**config.mk**
```make
export PLATFORM = sky130hd
export DESIGN_NAME = vga_timing_pipe
export DESIGN_NICKNAME = d
export VERILOG_FILES = /design/src/rtl/vga_timing_pipe.sv
export SDC_FILE = /design/constraint.sdc
export NUM_CORES = 1
export LEC_CHECK = 0
export ABC_AREA = 1
export BUFFER_PORTS_ARGS = -buffer_cell sky130_fd_sc_hd__buf_2
export CORE_MARGIN = 2
export CORE_UTILIZATION = 47
export CTS_CLUSTER_DIAMETER = 50
export DETAILED_ROUTE_END_ITERATION = 7
export HOLD_SLACK_MARGIN = 0.1
export PLACE_DENSITY = 0.79
export SYNTH_ARGS = -nofsm -noshare
export SYNTH_HDL_FRONTEND = slang
export SYNTH_SLANG_ARGS = --single-unit
```
**constraint.sdc**
```tcl
create_clock -name clk_25_175 -period 2.11 [get_ports clk_25_175]
set_input_delay 0 -clock clk_25_175 [delete_from_list [all_inputs] [get_ports clk_25_175]]
set_output_delay 0 -clock clk_25_175 [all_outputs]
set_load 0.01 [all_outputs]
```
**src/rtl/vga_timing_pipe.sv**
```systemverilog
// ---------------------------------------------------------------------------
// vga_timing_pipe
//   Programmable-mode VGA timing generator. It also produces scaled
//   framebuffer read coordinates and a fixed-latency alignment pipeline.
//   Sync, blanking and the line/frame strobes are delayed so that they
//   appear in the same cycle as the colour fetched for the same counter
//   state. Every output lags the raw counters by FETCH_LATENCY+2 clocks.
//
// Ports
//   clk_25_175      in   pixel clock
//   reset           in   asynchronous reset, active-low
//   pixstream       in   fetched pixel {b, g, r}, valid FETCH_LATENCY clocks
//                        after its coordinate is presented
//   hreadwire       out  scaled horizontal framebuffer coordinate
//   vreadwire       out  scaled vertical framebuffer coordinate
//   h_sync, v_sync  out  sync pulses, pipeline-aligned, polarity by parameter
//   drawing_pixels  out  active-video flag, pipeline-aligned
//   line_start      out  pulse on first active pixel of each active line
//   frame_start     out  pulse on pixel (0,0)
//   r, g, b         out  colour, zero outside active video
// ---------------------------------------------------------------------------
module vga_timing_pipe #(
  parameter int H_ACTIVE      = 640,
  parameter int H_FP          = 16,
  parameter int H_SYNC        = 96,
  parameter int H_BP          = 48,
  parameter int V_ACTIVE      = 480,
  parameter int V_FP          = 10,
  parameter int V_SYNC        = 2,
  parameter int V_BP          = 33,
  parameter int HSYNC_POL     = 0,
  parameter int VSYNC_POL     = 0,
  parameter int COLOR_BITS    = 4,
  parameter int PIX_REP       = 1,
  parameter int FETCH_LATENCY = 1,
  parameter int COORD_W       = 11
) (
  input  logic                      clk_25_175,
  input  logic                      reset,
  input  logic [3*COLOR_BITS-1:0]   pixstream,
  output logic [COORD_W-1:0]        hreadwire,
  output logic [COORD_W-1:0]        vreadwire,
  output logic                      h_sync,
  output logic                      v_sync,
  output logic                      drawing_pixels,
  output logic                      line_start,
  output logic                      frame_start,
  output logic [COLOR_BITS-1:0]     r,
  output logic [COLOR_BITS-1:0]     g,
  output logic [COLOR_BITS-1:0]     b
);

  localparam int H_TOTAL = H_ACTIVE + H_FP + H_SYNC + H_BP;
  localparam int V_TOTAL = V_ACTIVE + V_FP + V_SYNC + V_BP;
  // one stage for the decode register, FETCH_LATENCY+1 for alignment
  localparam int STAGES  = FETCH_LATENCY + 2;
  localparam int CW1     = COORD_W + 1;

  generate
    if (PIX_REP < 1 || PIX_REP > 16 || FETCH_LATENCY < 0 || FETCH_LATENCY > 7 ||
        COLOR_BITS < 1 || COLOR_BITS > 8 ||
        $clog2(H_TOTAL) > COORD_W || $clog2(V_TOTAL) > COORD_W) begin : g_bad_params
      $error("vga_timing_pipe: illegal parameter set");
    end
  endgenerate

  localparam logic [COORD_W-1:0] H_LAST   = COORD_W'(H_TOTAL - 1);
  localparam logic [COORD_W-1:0] V_LAST   = COORD_W'(V_TOTAL - 1);
  localparam logic [3:0]         REP_LAST = 4'(PIX_REP - 1);

  // window bounds carry one extra bit so an end bound equal to the total
  // cannot alias back to zero
  localparam logic [COORD_W:0] H_ACT_X  = CW1'(H_ACTIVE);
  localparam logic [COORD_W:0] V_ACT_X  = CW1'(V_ACTIVE);
  localparam logic [COORD_W:0] HS_BEG_X = CW1'(H_ACTIVE + H_FP);
  localparam logic [COORD_W:0] HS_END_X = CW1'(H_ACTIVE + H_FP + H_SYNC);
  localparam logic [COORD_W:0] VS_BEG_X = CW1'(V_ACTIVE + V_FP);
  localparam logic [COORD_W:0] VS_END_X = CW1'(V_ACTIVE + V_FP + V_SYNC);

  localparam logic HS_ON = 1'(HSYNC_POL);
  localparam logic VS_ON = 1'(VSYNC_POL);

  logic [COORD_W-1:0] hcnt, vcnt;
  logic [COORD_W-1:0] hx, vy;
  logic [3:0]         hsub, vsub;
  logic               h_wrap, v_wrap;

  assign h_wrap = (hcnt == H_LAST);
  assign v_wrap = (vcnt == V_LAST);

  // raw scan counters; hx/vy track hcnt/PIX_REP and vcnt/PIX_REP without a divider
  always_ff @(posedge clk_25_175 or negedge reset) begin
    if (!reset) begin
      hcnt <= '0;
      vcnt <= '0;
      hsub <= '0;
      vsub <= '0;
      hx   <= '0;
      vy   <= '0;
    end else begin
      if (h_wrap) begin
        hcnt <= '0;
        hsub <= '0;
        hx   <= '0;
        if (v_wrap) begin
          vcnt <= '0;
          vsub <= '0;
          vy   <= '0;
        end else begin
          vcnt <= vcnt + COORD_W'(1);
          if (vsub == REP_LAST) begin
            vsub <= '0;
            vy   <= vy + COORD_W'(1);
          end else begin
            vsub <= vsub + 4'd1;
          end
        end
      end else begin
        hcnt <= hcnt + COORD_W'(1);
        if (hsub == REP_LAST) begin
          hsub <= '0;
          hx   <= hx + COORD_W'(1);
        end else begin
          hsub <= hsub + 4'd1;
        end
      end
    end
  end

  logic [COORD_W:0] hcnt_x, vcnt_x;
  logic             h_win, v_win, active, first_px, first_frame_px;

  always_comb begin
    hcnt_x         = {1'b0, hcnt};
    vcnt_x         = {1'b0, vcnt};
    h_win          = (hcnt_x >= HS_BEG_X) && (hcnt_x < HS_END_X);
    v_win          = (vcnt_x >= VS_BEG_X) && (vcnt_x < VS_END_X);
    active         = (hcnt_x < H_ACT_X) && (vcnt_x < V_ACT_X);
    first_px       = active && (hcnt == '0);
    first_frame_px = first_px && (vcnt == '0);
  end

  // pipe entries hold {h_win, v_win, active, line_start, frame_start};
  // sync is kept as an in-window flag so a cleared stage means idle level
  logic [4:0]                pipe [STAGES];
  logic [3*COLOR_BITS-1:0]   pix_q;

  always_ff @(posedge clk_25_175 or negedge reset) begin
    if (!reset) begin
      hreadwire <= '0;
      vreadwire <= '0;
      pix_q     <= '0;
      for (int i = 0; i < STAGES; i++) pipe[i] <= '0;
    end else begin
      hreadwire <= hx;
      vreadwire <= vy;
      pix_q     <= pixstream;
      pipe[0]   <= {h_win, v_win, active, first_px, first_frame_px};
      for (int i = 1; i < STAGES; i++) pipe[i] <= pipe[i-1];
    end
  end

  logic [4:0] tail;
  assign tail = pipe[STAGES-1];

  assign h_sync         = tail[4] ? HS_ON : ~HS_ON;
  assign v_sync         = tail[3] ? VS_ON : ~VS_ON;
  assign drawing_pixels = tail[2];
  assign line_start     = tail[1];
  assign frame_start    = tail[0];

  assign r = pix_q[COLOR_BITS-1:0]              & {COLOR_BITS{tail[2]}};
  assign g = pix_q[2*COLOR_BITS-1:COLOR_BITS]   & {COLOR_BITS{tail[2]}};
  assign b = pix_q[3*COLOR_BITS-1:2*COLOR_BITS] & {COLOR_BITS{tail[2]}};

endmodule

```
==> results of run 1 <==
[layer usage]
layer  part of all wire  track usage  up-vias
li1                   -            -     1666
met1               0.42        0.226     1641
met2               0.53        0.315       68
met3              0.034       0.0381       15
met4              0.020       0.0822        0
met5                  0            0        -
[worst max-delay path: stages (launching register included)]
cell	delay (ns)
dfrtp_1	0.43
inv_1	0.16
ha_1	0.19
nand3_1	0.07
nor2_1	0.16
nand2_2	0.24
nand2_2	0.18
nand2_4	0.16
nand2_1	0.10
o21ai_0	0.07
[state kept, by name, indices dropped and copies added (netlist names)]
| name | flops |
|---|---|
| hcnt | 11 |
| hreadwire | 11 |
| hsub | 4 |
| hx | 11 |
| pipe | 10 |
| pix_q | 12 |
| tail | 5 |
| vcnt | 11 |
| vreadwire | 11 |
| vsub | 4 |
| vy | 11 |
[area by class of cell]
| cell class | instances | area (µm²) |
|---|---|---|
| repair buffers | 67 | 420 |
| inverters | 72 | 275 |
| clock inverters | 6 | 52.6 |
| fillers | 760 | 4040 |
| clock buffers | 10 | 138 |
| well taps | 111 | 139 |
| flip-flops and latches | 101 | 2530 |
| multi-input cells | 308 | 1560 |
[placed cells by master, fill, tap and decap left out, types with 2 or more instances in the layout]
cell and n:
xor2_1 13, or2_2 2, o21ai_2 7, buf_4 2
nand3b_1 2, ha_1 11, inv_1 70, clkinv_4 2
nor3_1 6, o21bai_1 2, a21oi_1 11, nand4_1 9
nor4_1 2, nor2_1 54, nand2_2 3, buf_2 51
nand3_1 32, o21ai_0 22, inv_6 2, dlygate4sd3_1 13
clkinvlp_4 2, clkbuf_8 10, nor2_2 2, dfrtp_1 101
nand2_1 119
[logic make-up (layout without fill, tap and decap cells)]
family,count (synthesis),count (layout),synth area share
AOI/OAI and AO/OA,46,46,0.0608
and+or+nand+nor,238,238,0.236
DFF,101,101,0.574
xor gates and xnor gates,13,13,0.0259
buffers and inverters,78,155,0.0716
adders and majority gates,11,11,0.0313
[power groups by stage]
stage               logic [W]  clock network, W  registers [W]
finish              0.0000999           0.00117        0.00195
global route         0.000114           0.00128        0.00195
CTS                  0.000103           0.00120        0.00195
detailed placement  0.0000840                 0        0.00199
global placement    0.0000813                 0        0.00199
floorplan           0.0000156                 0        0.00199
[how the worst max path moves through the flow]
stage	cells past startpoint	slack, ns	end	startpoint
3_5_place_dp	9	0.27	vy[0]	vcnt[0]
5_1_grt	9	0.04	vy[0]	vcnt[0]
6_report	9	0.23	vy[0]	vcnt[0]
2_1_floorplan	10	0.60	vy[9]	vcnt[0]
3_3_place_gp	9	0.37	vy[0]	vcnt[0]
4_1_cts	9	0.27	vy[0]	vcnt[0]
[through the flow]
| step | cell area (µm²) | hold WS [ns] |
|---|---|---|
| after floorplan | 4400 | -0.296 |
| after global placement | 4790 | 0.0952 |
| after global routing | 5110 | 0.253 |
| after CTS | 5110 | 0.237 |
| final | 5110 | 0.220 |
| after detailed placement | 4790 | 0.102 |
[timing repair]
item / in CTS / in global routing
setup endpoints to repair: 0 / 0
hold buffers: 13 / 0
hold endpoints to repair: 65 / 0
==> key figures, run 1 <==
Global routing
  – Largest net degree at the start of global routing: 56
  – GRT Resource Usage Total: 0.185
  – First-pass GRT wire length: 14900 µm
  – GRT overflow: 0
  – Number of global-route vias before repair: 3374
  – Antenna violations before repair: 0

Worst setup path
  – Worst reg2reg setup slack: 0.23 ns
  – CP Capture Type: flip-flop
  – Critical path class: reg2reg
  – WP data arrival: 2.14 ns
  – CP Max Fanout: 19
  – R2R cell count: 9
  – R2R Path End: vy[0]
  – FF-to-FF Start: vcnt[0]
  – Worst EP required: 2.37 ns
  – Worst setup SP type: flip-flop

Hold path
  – Worst Hold Class: in2async

Die
  – Die span in y: 101 µm
  – Chip Width: 101 µm
  – Core box area: 9150 µm²
  – Initial Utilization: 0.481
  – DIE AREA: 10200 µm²
  – Rows: 35
  – I/O pin total: 53

Synth
  – #FFs+latches synth: 101
  – Area share of the largest cell type after synthesis: 0.574
  – Post-synth cell types: 36
  – Top_reg_cell synth: dfrtp_1
  – Largest cells by area after synthesis: dfrtp_1 (57%), nand2_1 (10%), inv_1 (6.0%)
  – Number of flops mapped to enable cells by yosys: 0
  – Ys async rst share: 1.00
  – Syn Inst Count: 487
  – Most instantiated cells after synthesis: nand2_1 (119), dfrtp_1 (101), inv_1 (70), nor2_1 (54), nand3_1 (32)
  – Most numerous cell in the Yosys netlist: nand2_1
  – YS warnings: 0
  – Syn Nets: 512
  – Register area share after synthesis: 0.574
  – Largest area contributor in the netlist: dfrtp_1
  – Syn_area_per_cell: 9.04 µm²
  – Post-Syn Area: 4400 µm²

Cells and area
  – Area Overhead vs Synth: 16.1%
  – Final nets: 584
  – Fin util: 0.559
  – Antenna cells: 0
  – Final Non-Filler Cells: 675
  – Fraction of layout cells with a size suffix above 1: 0.161

Timing
  – Worst slew margin: 0.544
  – Worst slew pin tran: 0.684 ns
  – Final Hold Fails: 0
  – FMAX: 532 MHz
  – Period utilization: 0.891
  – Final slew viol count: 0
  – Post-layout min period: 1.88 ns
  – Final Worst Setup Slack: 0.230 ns
  – Worst Skew: 0.0132 ns
  – Sum of negative setup slack: 0 ns
  – Final setup fails: 0
  – RSZ-0062 raised after global routing: false

Clock network
  – Postcts setup bufs: 0
  – Resized Gates After CTS: 0
  – CTS Root Cell: clkbuf_8
  – CTS tree: built
  – CTS H-Tree Depth: 3
  – CTS clk-pin slew, worst paths: 0.10 ns
  – Num Clock Sinks: 101
  – Worst-skew pair later-pin latency: 0.37 ns
  – Longest Clk Path Bufs: 2
  – Num CTS Buffers: 9

Detailed routing
  – Via Count: 3390
  – DRT Wirelength: 8510 µm
  – Initial drt markers: 180
  – Wire per inst: 12.6 µm
  – TritonRoute pass-1 iters: 4
  – Final ANT Viol Nets: 0
  – Number of remaining DRC errors: 0
  – Vias per std cell: 5.02

Pwr
  – Internal power: 0.00247 W
  – Max VDD drop: 0.294 mV
  – Sw Share: 0.233
  – Psw: 0.000751 W
  – Clock share of power: 0.363
  – Leakage: 2.71 nW
  – Total Power: 0.00322 W
  – Comb power frac: 0.031
  – Reg power frac: 0.606
  – Pwr dens: 629 nW/µm²

Placed design
  – Hpwl dp: 5840 µm
  – Inst Count DP: 646
  – Pre-CTS WS: 0.275 ns
  – RePlAce Congestion: 0.932
  – PortBufs: 52

Outcome
  – Outcome: completed

Flow run
  – Maxcap violations: 0
No activity file was read; power rests on OpenSTA's default activity.
==> inputs of run 2 (changes only) <==
--- a/config.mk
+++ b/config.mk
@@ -9,10 +9,11 @@
 export BUFFER_PORTS_ARGS = -buffer_cell sky130_fd_sc_hd__buf_2
 export CORE_MARGIN = 2
 export CORE_UTILIZATION = 47
+export CTS_BUF_LIST = sky130_fd_sc_hd__clkbuf_8
 export CTS_CLUSTER_DIAMETER = 50
 export DETAILED_ROUTE_END_ITERATION = 7
 export HOLD_SLACK_MARGIN = 0.1
-export PLACE_DENSITY = 0.79
+export PLACE_DENSITY = 0.67
 export SYNTH_ARGS = -nofsm -noshare
 export SYNTH_HDL_FRONTEND = slang
 export SYNTH_SLANG_ARGS = --single-unit
==> run 2 against run 1 <==
  * Via count decreased by 2.6%
  * Critical endpoint unchanged
  * Sequential share of layout area unchanged
  * Global-route usage decreased by 1.2 points
  * Clock power decreased by 3%
  * Highest routed layer unchanged
  * Clock skew increased by 0.0024 ns
  * Power decreased by 1.2%
  * First-iteration DRC count decreased by 20%
  * Core utilization unchanged
  * Critical path depth unchanged
==> key figures, run 2 (synthesis results as in run 1) <==
Global routing
  – Number of global-route vias before repair: 3184
  – GRT Resource Usage Total: 0.172
  – GRT overflow: 0
  – Met3 Use GR: 0.0284
  – Antenna violations before repair: 0
  – Largest net degree at the start of global routing: 89
  – Global-route track usage on met1: 0.226
  – Met2 Use GR: 0.290
  – Busiest grt layer: met2
  – First-pass GRT wire length: 14000 µm

Timing
  – Post-layout min period: 1.71 ns
  – Worst slew pin tran: 0.584 ns
  – Sum of negative setup slack: 0 ns
  – Final Worst Setup Slack: 0.403 ns
  – Final slew viol count: 0
  – Worst Skew: 0.0156 ns
  – Period utilization: 0.809
  – Worst slew margin: 0.610
  – Final setup fails: 0
  – FMAX: 586 MHz
  – Final Hold Fails: 0
  – RSZ-0062 raised after global routing: false
  – Hold Slack: 0.181 ns

Placed design
  – PortBufs: 52
  – RePlAce Congestion: 0.858
  – Pre-CTS WS: 0.395 ns
  – Hpwl dp: 5640 µm

Pwr
  – Psw: 0.000743 W
  – Leakage: 2.71 nW
  – Sw Share: 0.234
  – Comb power frac: 0.031
  – Max VDD drop: 0.263 mV
  – Internal power: 0.00243 W
  – Clock share of power: 0.356
  – Reg power frac: 0.613
  – Pwr dens: 621 nW/µm²

Detailed routing
  – Number of remaining DRC errors: 0
  – TritonRoute pass-1 iters: 4
  – Wire per inst: 11.8 µm
  – DRT Wirelength: 7970 µm
  – Initial drt markers: 144
  – Final ANT Viol Nets: 0
  – Via Count: 3303
  – Vias per std cell: 4.89

Worst setup path
  – Critical Path Slowest Stage Cell: dfrtp_1
  – Worst setup SP type: flip-flop
  – CP Max Fanout: 19
  – Cell repeated most along the worst path: nand2_2
  – Critical path class: reg2reg
  – Largest stage delay, worst path: 0.43 ns
  – WP data arrival: 1.95 ns
  – Worst EP required: 2.35 ns
  – Cell Chain, Critical Path: inv_1 > ha_1 > nand3_1 > nor2_1 > nand2_2 > nand2_2 > nand2_4 > nand2_1 > o21ai_0
  – CP Capture Type: flip-flop

Clock network
  – Worst-skew pair later-pin latency: 0.37 ns
  – Longest Clk Path Bufs: 2
  – CTS tree: built
  – Num CTS Buffers: 9
  – CTS H-Tree Depth: 3
  – CTS clk-pin slew, worst paths: 0.11 ns
  – Num Clock Sinks: 101
  – CTS Root Cell: clkbuf_8
  – Resized Gates After CTS: 0

Outcome
  – Outcome: completed

Die
  – Chip Width: 101 µm
  – DIE AREA: 10200 µm²
  – Initial Utilization: 0.481
  – Rows: 35
  – Die span in y: 101 µm
  – Core box area: 9150 µm²
  – I/O pin total: 53

Hold path
  – Worst Hold Class: in2async

Cells and area
  – Antenna cells: 0
  – Largest register by flop count: pix_q
  – Final nets: 585
  – Commonest non-fill, non-tap cells in the layout: nand2_1 (119), dfrtp_1 (101), inv_1 (70)
  – Largest register FFs: 12
  – Commonest non-fill, non-tap cell in the layout: nand2_1
  – Area Overhead vs Synth: 16.1%
  – Fraction of layout cells with a size suffix above 1: 0.160

Flow run
  – Maxcap violations: 0
==> run 2: what timing repair did <==
item,CTS,global route
setup buffers,0,0
hold buffers,14,0
hold endpoints to repair,113,0
==> run 2: area by class of cell <==
cell class / instances / area (µm²)
Inverter: 72 / 275
Multi-Input combinational cell: 308 / 1560
Clock inverter: 6 / 56.3
Sequential cell: 101 / 2530
Fill cell: 838 / 4040
Tap cell: 111 / 139
Clock buffer: 9 / 124
Timing Repair Buffer: 68 / 430
==> run 2: path summary, 6_finish.rpt <==
check / slack (ns) / start / end / depth (start not counted)
worst max-delay path: 0.40 / vcnt[0] / vy[0] / 9
worst min-delay path: 0.18 / reset / vreadwire[5] / 3
worst max register to register: 0.40 / vcnt[0] / vy[0] / 9
worst min register to register: 0.34 / pipe[7] / tail[2] / 0
max in group asynchronous: 0.99 / reset / vy[0] / 3
min in group clk_25_175: 0.27 / pixstream[10] / pix_q[10] / 2
==> run 2: power by group through the flow <==
stage          clock network, W  logic (W)  registers (W)
3_5_place_dp                  0  0.0000822        0.00199
5_1_grt                 0.00126   0.000113        0.00195
6_report                0.00113  0.0000974        0.00195
3_3_place_gp                  0  0.0000807        0.00199
4_1_cts                 0.00117   0.000102        0.00195
2_1_floorplan                 0  0.0000156        0.00199
==> run 2: layer usage <==
metal / share of wire / wire, µm
met3: 0.033 / 259
met1: 0.47 / 3760
met5: 0 / 0
met4: 0.017 / 139
met2: 0.48 / 3810
==> run 2: worst max-delay path: cells and delay by family, from the launching register on <==
| kind | cells | cell delay, ns |
|---|---|---|
| AOI/OAI and AO/OA | 1 | 0.07 |
| adders and majority gates | 1 | 0.21 |
| buffers and inverters | 1 | 0.19 |
| DFF | 1 | 0.43 |
| and+or+nand+nor | 6 | 0.69 |
==> run 2: through the flow <==
| step | total power [W] | area [µm²] | cells | util |
|---|---|---|---|---|
| floorplan | 0.00200 | 4400 | 487 | - |
| global placement | 0.00207 | 4790 | 646 | 0.524 |
| detailed placement | 0.00207 | 4790 | 646 | 0.524 |
| CTS | 0.00322 | 5110 | 675 | 0.559 |
| global route | 0.00333 | 5110 | 675 | 0.559 |
| finish | 0.00318 | 5110 | 675 | 0.559 |
